## config.mk

```make
export PLATFORM = sky130hd
export DESIGN_NAME = idle_deletion_ctrl
export DESIGN_NICKNAME = d
export VERILOG_FILES = /design/src/rtl/idle_deletion_ctrl.sv
export SDC_FILE = /design/constraint.sdc
export NUM_CORES = 1
export LEC_CHECK = 0
export CELL_PAD_IN_SITES_DETAIL_PLACEMENT = 1
export CELL_PAD_IN_SITES_GLOBAL_PLACEMENT = 1
export CORE_UTILIZATION = 39
export CTS_BUF_LIST = sky130_fd_sc_hd__clkbuf_4
export DETAILED_ROUTE_END_ITERATION = 12
export PLACE_DENSITY = 0.75
export SLEW_MARGIN = 30
export SYNTH_ARGS = -nofsm -noshare
export SYNTH_HDL_FRONTEND = slang
export SYNTH_SLANG_ARGS = --single-unit
```

## constraint.sdc

```tcl
create_clock -name i_clock -period 3 [get_ports i_clock]
set_clock_uncertainty 0.2 [all_clocks]
set_input_delay 0.45 -clock i_clock [delete_from_list [all_inputs] [get_ports i_clock]]
set_output_delay 0.45 -clock i_clock [all_outputs]
set_load 0.02 [all_outputs]
```

## src/rtl/idle_deletion_ctrl.sv

```systemverilog
// Sequencing controller for the 100GbE PCS transmit idle-deletion FIFO.
// Removes N_AM idle blocks per AM period and reserves N_AM read slots for AM insertion.
module idle_deletion_ctrl #(
    parameter int NB_ADDR   = 5,
    parameter int AM_PERIOD = 16384,
    parameter int N_AM      = 20,
    parameter int NB_CREDIT = 8,
    parameter int NB_BCNT   = 14
) (
    input  logic                 i_clock,
    input  logic                 i_reset,
    input  logic                 i_enable,
    input  logic                 i_valid,
    input  logic                 i_is_idle,
    input  logic                 i_fifo_empty,
    output logic                 o_write_enb,
    output logic                 o_read_enb,
    output logic                 o_am_insert,
    output logic [NB_CREDIT-1:0] o_credit,
    output logic [NB_ADDR-1:0]   o_occupancy,
    output logic                 o_overflow_err,
    output logic                 o_underflow_err
);

    localparam int NB_SUM = NB_CREDIT + 1;

    localparam logic [NB_BCNT-1:0] BCNT_LAST  = NB_BCNT'(AM_PERIOD - 1);
    localparam logic [31:0]        N_AM_U     = N_AM;
    localparam logic [NB_SUM-1:0]  N_AM_SUM   = NB_SUM'(N_AM);
    localparam logic [NB_SUM-1:0]  CREDIT_MAX = {1'b0, {NB_CREDIT{1'b1}}};
    localparam logic [NB_ADDR-1:0] OCC_FULL   = {NB_ADDR{1'b1}};

    logic [NB_BCNT-1:0]   bcnt_q,   bcnt_d;
    logic [NB_CREDIT-1:0] credit_q, credit_d;
    logic [NB_ADDR-1:0]   occ_q,    occ_d;
    logic                 ovf_q,    ovf_d;
    logic                 unf_q,    unf_d;

    logic              act;
    logic              am_slot;
    logic              add_credit;
    logic              del;
    logic              full;
    logic              write_en;
    logic              read_en;
    logic              drop;
    logic              miss;
    logic [31:0]       bcnt_ext;
    logic [NB_SUM-1:0] credit_sum;

    // Gating with the reset keeps the FIFO enables quiet while reset is held.
    assign act        = i_valid & i_enable & ~i_reset;
    assign bcnt_ext   = 32'(bcnt_q);
    assign am_slot    = (bcnt_ext < N_AM_U);
    assign add_credit = act & (bcnt_q == '0);
    assign del        = act & i_is_idle & (credit_q != '0);
    assign full       = (occ_q == OCC_FULL);

    assign write_en = act & ~del & ~full;
    assign read_en  = act & ~am_slot & (occ_q != '0) & ~i_fifo_empty;
    assign drop     = act & ~del & full;
    assign miss     = act & ~am_slot & ~read_en;

    assign o_write_enb     = write_en;
    assign o_read_enb      = read_en;
    assign o_am_insert     = act & am_slot;
    assign o_credit        = credit_q;
    assign o_occupancy     = occ_q;
    assign o_overflow_err  = ovf_q;
    assign o_underflow_err = unf_q;

    always_comb begin
        // NOTE: every combinational output gets a default first so no path infers a latch.
        bcnt_d   = bcnt_q;
        credit_d = credit_q;
        occ_d    = occ_q;
        ovf_d    = ovf_q;
        unf_d    = unf_q;

        // One extra bit of headroom lets the add-then-saturate be done without wrap.
        credit_sum = {1'b0, credit_q};
        if (add_credit) begin
            credit_sum = credit_sum + N_AM_SUM;
        end
        if (del) begin
            credit_sum = credit_sum - NB_SUM'(1);
        end

        if (!i_enable) begin
            bcnt_d   = '0;
            credit_d = '0;
            occ_d    = '0;
            ovf_d    = 1'b0;
            unf_d    = 1'b0;
        end else if (act) begin
            bcnt_d   = (bcnt_q == BCNT_LAST) ? '0 : bcnt_q + NB_BCNT'(1);
            credit_d = (credit_sum > CREDIT_MAX) ? CREDIT_MAX[NB_CREDIT-1:0]
                                                 : credit_sum[NB_CREDIT-1:0];
            case ({write_en, read_en})
                2'b10:   occ_d = occ_q + NB_ADDR'(1);
                2'b01:   occ_d = occ_q - NB_ADDR'(1);
                default: occ_d = occ_q;
            endcase
            ovf_d = ovf_q | drop;
            unf_d = unf_q | miss;
        end
    end

    // NOTE: sequential state uses non-blocking assignments so all registers update together.
    always_ff @(posedge i_clock or posedge i_reset) begin
        if (i_reset) begin
            bcnt_q   <= '0;
            credit_q <= '0;
            occ_q    <= '0;
            ovf_q    <= 1'b0;
            unf_q    <= 1'b0;
        end else begin
            bcnt_q   <= bcnt_d;
            credit_q <= credit_d;
            occ_q    <= occ_d;
            ovf_q    <= ovf_d;
            unf_q    <= unf_d;
        end
    end

endmodule

```

==> summary.md, run 1 <==
| Metric | Value |
|---|---|
| Grt met1 use | 0.298 |
| Ys async rst share | 1.00 |
| Grt peak-use layer | met2 |
| Num CTS Buffers | 5 |
| Wirelength, routed | 5850 um |
| P&R area growth vs syn | 30.7% |
| Crit Path Max Fanout | 4 |
| Max-Cap Viols | 0 |
| Min-Delay Endpoint | o_overflow_err$_DFFE_PP0P_ |
| Synth top area share | 0.363 |
| Synth warn | 0 |
| DR iter-0 viols | 66 |
| Reg2Reg Depth | 12 |
| Starting Density | 0.415 |
| Layout Utilization | 0.543 |
| Slowest CP cell | dfrtp_1 |
| Vias per Instance | 5.41 |
| TritonRoute pass-1 iters | 4 |
| Status | finished clean |
| Peak supply drop | 158 uV |
| Final instance area | 0.00262 sq mm |
| Routed vias | 1,898 |
| Switching share of power | 0.324 |
| Setup TNS | 0 ns |
| Yosys top cell by area | dfrtp_1 |
| Antenna diodes | 0 |
| Dpl hpwl | 4310 um |
| Worst relative slew slack | 0.646 |
| Largest net degree at the start of global routing | 30 |
| Seq/Total Area, Yosys | 0.363 |
| Synthesized area | 0.00200 sq mm |
| CP required | 3.01 ns |
| Worst-Skew Late Latency | 0.34 ns |
| Main synth FF type | dfrtp_1 |
| Top cell family by delay on the critical path | compound AO/OA/AOI/OAI gates |
| Final hold viol count | 0 |
| Final worst setup slack | 0.108 ns |
| Synth area leaders | dfrtp_1 36%, nand2_1 5.8%, ha_1 5.0% |
| Register share of total power | 0.480 |
| Pwr dens | 332 mW/mm^2 |
| CTS Root Cell | clkbuf_4 |
| Pins Over Slew Limit | 0 |
| Seq. cell area | 727 sq um |
| Filler cells | 595 |
| Hold depth | 1 |
| Crit path kind | flip-flop to flip-flop |
| Slew at the pin with the worst max-slew slack | 0.530 ns |
| GRT overflow | 0 |
| Crit-path cells | inv_1 > ha_2 > nand4bb_4 > o311ai_4 > nand3_1 > and2_4 > buf_4 > ha_1 > a21o_1 > a21oi_1 > xor2_1 > mux2i_1 |
| Multi-input logic area | 0.00125 sq mm |
| Longest Clk Path Bufs | 2 |
| Row count | 25 |
| Worst hold start | o_overflow_err$_DFFE_PP0P_ |
| H-tree Lvls | 2 |
| GR Layer Usage met2 | 0.427 |
| Comb power frac | 0.244 |
| CTS tree | done |
| Setup crit end kind | flip-flop |
| Lkg Pwr | 1.18 nW |
| Routed wire per std cell | 16.7 um |
| Post-synth cell types | 43 |
| Syn nets | 246 |
| CP peak stage delay | 0.39 ns |
| Die W | 73.6 um |
| Antenna-violating nets left | 0 |
| Arr. time, crit path | 2.90 ns |
| Syn Inst Count | 231 |
| Internal power | 587 uW |
| I/O Pins | 24 |
| EDFF count, synth | 0 |
| RSZ-0062 raised after global routing | no |
| Avg Cell Area, Syn | 8.66 sq um |
| Hold crit path type | flip-flop to flip-flop |
| DIE AREA | 0.00542 sq mm |
| Final Power | 868 uW |
| R2R Path Start | o_credit[3]$_DFFE_PP0P_ |
| Post-DP Area | 0.00250 sq mm |
| Share of cells above drive strength 1 | 0.180 |
| Final Cycle Share | 0.964 |
| Layout Nets | 298 |
| Most frequent cell after synthesis | nand2_1 |
| Clock sinks | 29 |
| First-pass GRT wire length | 9780 um |
| P_sw | 281 uW |
| DR DRC count | 0 |
| Crit path buffers/inverters | 2 |
| Tmin final | 2.89 ns |
| Clock share of power | 0.276 |
| Reg-to-reg setup timing slack | 0.11 ns |
| Die height | 73.6 um |
| Placer's final routability congestion estimate | 0.814 |
| Met3 usage | 0.0384 |
| Core Box Area | 0.00482 sq mm |
| Worst slack at placement | -0.0950 ns |
| Synth cell count leaders | 31 x nand2_1, 29 x dfrtp_1, 15 x o21ai_0 |
| CP Launch Type | flip-flop |
| Buffers on Ports | 23 |
| Vias in the first global route | 1,973 |
| Gr usage total | 0.243 |
| Max Clk Rate | 346 MHz |
| Reg2reg end | o_occupancy[3]$_DFFE_PP0P_ |
| Final setup vio count | 0 |
| Flop and latch count out of synthesis | 29 |
| Initial antenna violation count | 0 |
| Clock transition at path regs | 0.09 ns |
[power by group through the flow]
stage	registers (mW)	logic (mW)	clock network, mW
5_1_grt	0.419	0.232	0.264
3_5_place_dp	0.423	0.192	0
3_3_place_gp	0.423	0.186	0
4_1_cts	0.416	0.194	0.249
2_1_floorplan	0.438	0.0902	0
6_report	0.417	0.212	0.239
[cell type report]
class / count / area share
Multi-Input combinational cell: 181 / 0.478
Timing Repair Buffer: 52 / 0.170
Tap cell: 67 / 0.0321
Clock inverter: 3 / 0.00670
Sequential cell: 29 / 0.278
Inverter: 14 / 0.0201
Clock buffer: 5 / 0.0144
[layout by cell type (no fill, tap or decap), drive strengths merged, types with 5 or more instances in the layout]
| master | count |
|---|---|
| ha | 8 |
| nand2 | 31 |
| dfrtp | 29 |
| nor3 | 10 |
| a21oi | 7 |
| nand4 | 7 |
| o21ai | 15 |
| clkbuf | 5 |
| xor2 | 7 |
| inv | 14 |
| and2 | 8 |
| nor2 | 13 |
| nand3 | 14 |
| buf | 29 |
| a21boi | 5 |
| and3 | 5 |
| xnor2 | 10 |
| mux2i | 10 |
| clkdlybuf4s50 | 21 |
[kinds of logic after synthesis]
group | synth area share
AOI/OAI and AO/OA | 0.142
xor gates and xnor gates | 0.0744
adders and majority gates | 0.0600
buffers and inverters | 0.0400
DFF | 0.363
muxes | 0.0557
and+or+nand+nor | 0.265
[sequential cells by signal, indices dropped and copies added, names as in the netlist]
signal	flops
bcnt_q	14
o_overflow_err	1
o_credit	8
o_occupancy	5
o_underflow_err	1
[per-layer routing]
metal / share of wire / vias up
met5: 0 / -
met4: 0.021 / 0
met3: 0.021 / 11
met2: 0.52 / 30
met1: 0.43 / 944
li1: - / 913
[how the worst max path moves through the flow]
stage / cells past startpoint / endpoint / slack [ns] / startpoint
2_1_floorplan: 11 / o_occupancy[4]$_DFFE_PP0P_ / 0.04 / o_credit[0]$_DFFE_PP0P_
3_3_place_gp: 12 / o_occupancy[4]$_DFFE_PP0P_ / 0.04 / i_enable
3_5_place_dp: 10 / o_occupancy[4]$_DFFE_PP0P_ / -0.09 / i_reset
4_1_cts: 12 / o_occupancy[3]$_DFFE_PP0P_ / 0.04 / o_credit[1]$_DFFE_PP0P_
5_1_grt: 11 / o_occupancy[4]$_DFFE_PP0P_ / 0.008 / o_credit[3]$_DFFE_PP0P_
6_report: 12 / o_occupancy[3]$_DFFE_PP0P_ / 0.11 / o_credit[3]$_DFFE_PP0P_
[metrics by stage]
stage	instances	hold WS, ns
2_1_floorplan	231	0.297
3_3_place_gp	342	0.278
3_5_place_dp	342	0.293
4_1_cts	350	0.328
5_1_grt	351	0.340
6_report	351	0.321
[what timing repair did]
action | in CTS | in global routing
endpoints found under the hold margin | 0 | 0
hold buffers | 0 | 0
cloned | 0 | 0
resized for setup | 3 | 10
buffers inserted | 0 | 1
pin swaps | 0 | 1
endpoints found under the setup margin | 4 | 3
No activity file was read; power rests on OpenSTA's default activity.
==> run 2, diff against run 1 <==
--- a/config.mk
+++ b/config.mk
@@ -7,10 +7,11 @@
 export LEC_CHECK = 0
 export CELL_PAD_IN_SITES_DETAIL_PLACEMENT = 1
 export CELL_PAD_IN_SITES_GLOBAL_PLACEMENT = 1
+export CORE_ASPECT_RATIO = 0.8
 export CORE_UTILIZATION = 39
 export CTS_BUF_LIST = sky130_fd_sc_hd__clkbuf_4
 export DETAILED_ROUTE_END_ITERATION = 12
-export PLACE_DENSITY = 0.75
+export PLACE_DENSITY_LB_ADDON = 0.1
 export SLEW_MARGIN = 30
 export SYNTH_ARGS = -nofsm -noshare
 export SYNTH_HDL_FRONTEND = slang
==> summary.md, run 2 (same netlist as run 1, synthesis figures left out) <==
| Metric | Value |
|---|---|
| Status | finished clean |
| Leading cell type in the layout, fill and taps excluded | nand2_1 |
| Max reg flops | 14 |
| Commonest non-fill, non-tap cells in the layout | 31 x nand2_1, 29 x dfrtp_1, 29 x buf_4 |
| Tmin final | 2.86 ns |
| Num CTS Buffers | 5 |
| Pins Over Slew Limit | 0 |
| DR DRC count | 0 |
| DR iter-0 viols | 73 |
| Crit Path Max Fanout | 3 |
| TritonRoute pass-1 iters | 4 |
| Largest net degree at the start of global routing | 30 |
| CTS Root Cell | clkbuf_4 |
| Internal power | 579 uW |
| Antenna diodes | 0 |
| DIE AREA | 0.00542 sq mm |
| Vias in the first global route | 1,821 |
| Layout Nets | 298 |
| Peak supply drop | 221 uV |
| Final Cycle Share | 0.952 |
| Register share of total power | 0.490 |
| Switching share of power | 0.315 |
| Routed vias | 1,877 |
| Die height | 66.1 um |
| Comb power frac | 0.238 |
| Placer's final routability congestion estimate | 0.808 |
| Hold_buf cts | 0 |
| Wirelength, routed | 5630 um |
| Reg2Reg Depth | 11 |
| Clock sinks | 29 |
| CP Launch Type | flip-flop |
| Setup crit end kind | flip-flop |
| CP required | 3.06 ns |
| Final hold viol count | 0 |
| Reg-to-reg setup timing slack | 0.14 ns |
| Final worst setup slack | 0.145 ns |
| P&R area growth vs syn | 28.1% |
| Buffers on Ports | 23 |
| H-tree Lvls | 2 |
| Most flop-heavy register | bcnt_q |
| P_sw | 266 uW |
| Min-Delay Endpoint | o_overflow_err$_DFFE_PP0P_ |
| GRT overflow | 0 |
| Crit-path cells | inv_2 > ha_1 > nand4bb_1 > o311ai_2 > nand3_1 > and2_1 > ha_1 > a21o_1 > a21oi_2 > mux2i_1 > mux2i_1 |
| Initial antenna violation count | 0 |
| Clock transition at path regs | 0.10 ns |
| Worst hold start | o_overflow_err$_DFFE_PP0P_ |
| Gr usage total | 0.232 |
| First-pass GRT wire length | 9130 um |
| Share of cells above drive strength 1 | 0.155 |
| Hold depth | 1 |
| Clock share of power | 0.273 |
| Worst slack at placement | -0.0552 ns |
| Slowest CP cell | dfrtp_1 |
| Slew at the pin with the worst max-slew slack | 0.466 ns |
| Die W | 82.1 um |
| Dpl hpwl | 4080 um |
| R2R Path Start | o_credit[0]$_DFFE_PP0P_ |
| Longest Clk Path Bufs | 2 |
| Starting Density | 0.420 |
| Routed wire per std cell | 16.4 um |
| Reg2reg end | o_occupancy[4]$_DFFE_PP0P_ |
| Crit path kind | flip-flop to flip-flop |
| Max Clk Rate | 350 MHz |
| Hold crit path type | flip-flop to flip-flop |
| Lkg Pwr | 1.19 nW |
| Vias per Instance | 5.46 |
| Final setup vio count | 0 |
| Pwr dens | 329 mW/mm^2 |
| Row count | 22 |
| Worst relative slew slack | 0.688 |
| CTS tree | done |
| Core Box Area | 0.00476 sq mm |
| Arr. time, crit path | 2.92 ns |
| Antenna-violating nets left | 0 |
| Max-Cap Viols | 0 |
| Hold Slack | 0.319 ns |
| Worst-Skew Late Latency | 0.34 ns |
| CP peak stage delay | 0.43 ns |
| I/O Pins | 24 |
[run 2: area by class of cell]
| type | count | area [sq um] |
|---|---|---|
| repair buffers | 52 | 449 |
| fillers | 581 | 2200 |
| well taps | 60 | 75.1 |
| multi-input cells | 181 | 1210 |
| inverters | 14 | 52.6 |
| flip-flops and latches | 29 | 726 |
| clock inverters | 3 | 12.5 |
| clock buffers | 5 | 37.5 |
[run 2: layer usage]
metal,global-route usage,vias up,wire length (um)
li1,-,923,-
met1,0.349,918,2940
met2,0.327,29,2420
met3,0.0441,7,193
met4,0.0724,0,74
met5,0,-,0
[run 2: timing repair]
action / in CTS / in global routing
buffers inserted: 0 / 4
pin swaps: 0 / 2
setup endpoints to repair: 1 / 3
gates resized for setup: 2 / 4
[run 2: metrics by stage]
| step | setup TNS (ns) | instance area [sq um] | utilization | cells | power [mW] |
|---|---|---|---|---|---|
| finish | 0 | 2560 | 0.538 | 344 | 0.845 |
| global route | -0.0174 | 2560 | 0.538 | 344 | 0.894 |
| CTS | 0 | 2520 | 0.530 | 340 | 0.850 |
| detailed placement | -0.108 | 2470 | 0.518 | 332 | 0.612 |
| global placement | 0 | 2470 | 0.518 | 332 | 0.610 |
| floorplan | 0 | 2000 | - | 231 | 0.528 |
[run 2: power by group through the flow]
stage / logic [mW] / registers, mW / clock network [mW]
2_1_floorplan: 0.0902 / 0.438 / 0
3_3_place_gp: 0.188 / 0.422 / 0
3_5_place_dp: 0.190 / 0.422 / 0
4_1_cts: 0.192 / 0.415 / 0.243
5_1_grt: 0.224 / 0.416 / 0.254
6_report: 0.201 / 0.414 / 0.230
[run 2: worst max path at each step]
stage | start | to | slack, ns | cells after the start
finish | o_credit[0]$_DFFE_PP0P_ | o_occupancy[4]$_DFFE_PP0P_ | 0.14 | 11
global route | o_credit[0]$_DFFE_PP0P_ | o_occupancy[4]$_DFFE_PP0P_ | -0.02 | 13
CTS | bcnt_q[7]$_DFFE_PP0P_ | o_read_enb | 0.02 | 6
detailed placement | i_reset | o_occupancy[3]$_DFFE_PP0P_ | -0.06 | 11
global placement | i_reset | o_occupancy[4]$_DFFE_PP0P_ | 0.02 | 10
floorplan | o_credit[0]$_DFFE_PP0P_ | o_occupancy[4]$_DFFE_PP0P_ | 0.04 | 11
[run 2: worst max-delay path, delay by kind of cell (launching register included)]
family                     cells  cell delay (ns)
AOI/OAI and AO/OA              3             0.69
and+or+nand+nor                3             0.50
adders and majority gates      2             0.46
DFF                            1             0.43
muxes                          2             0.42
buffers and inverters          1             0.09
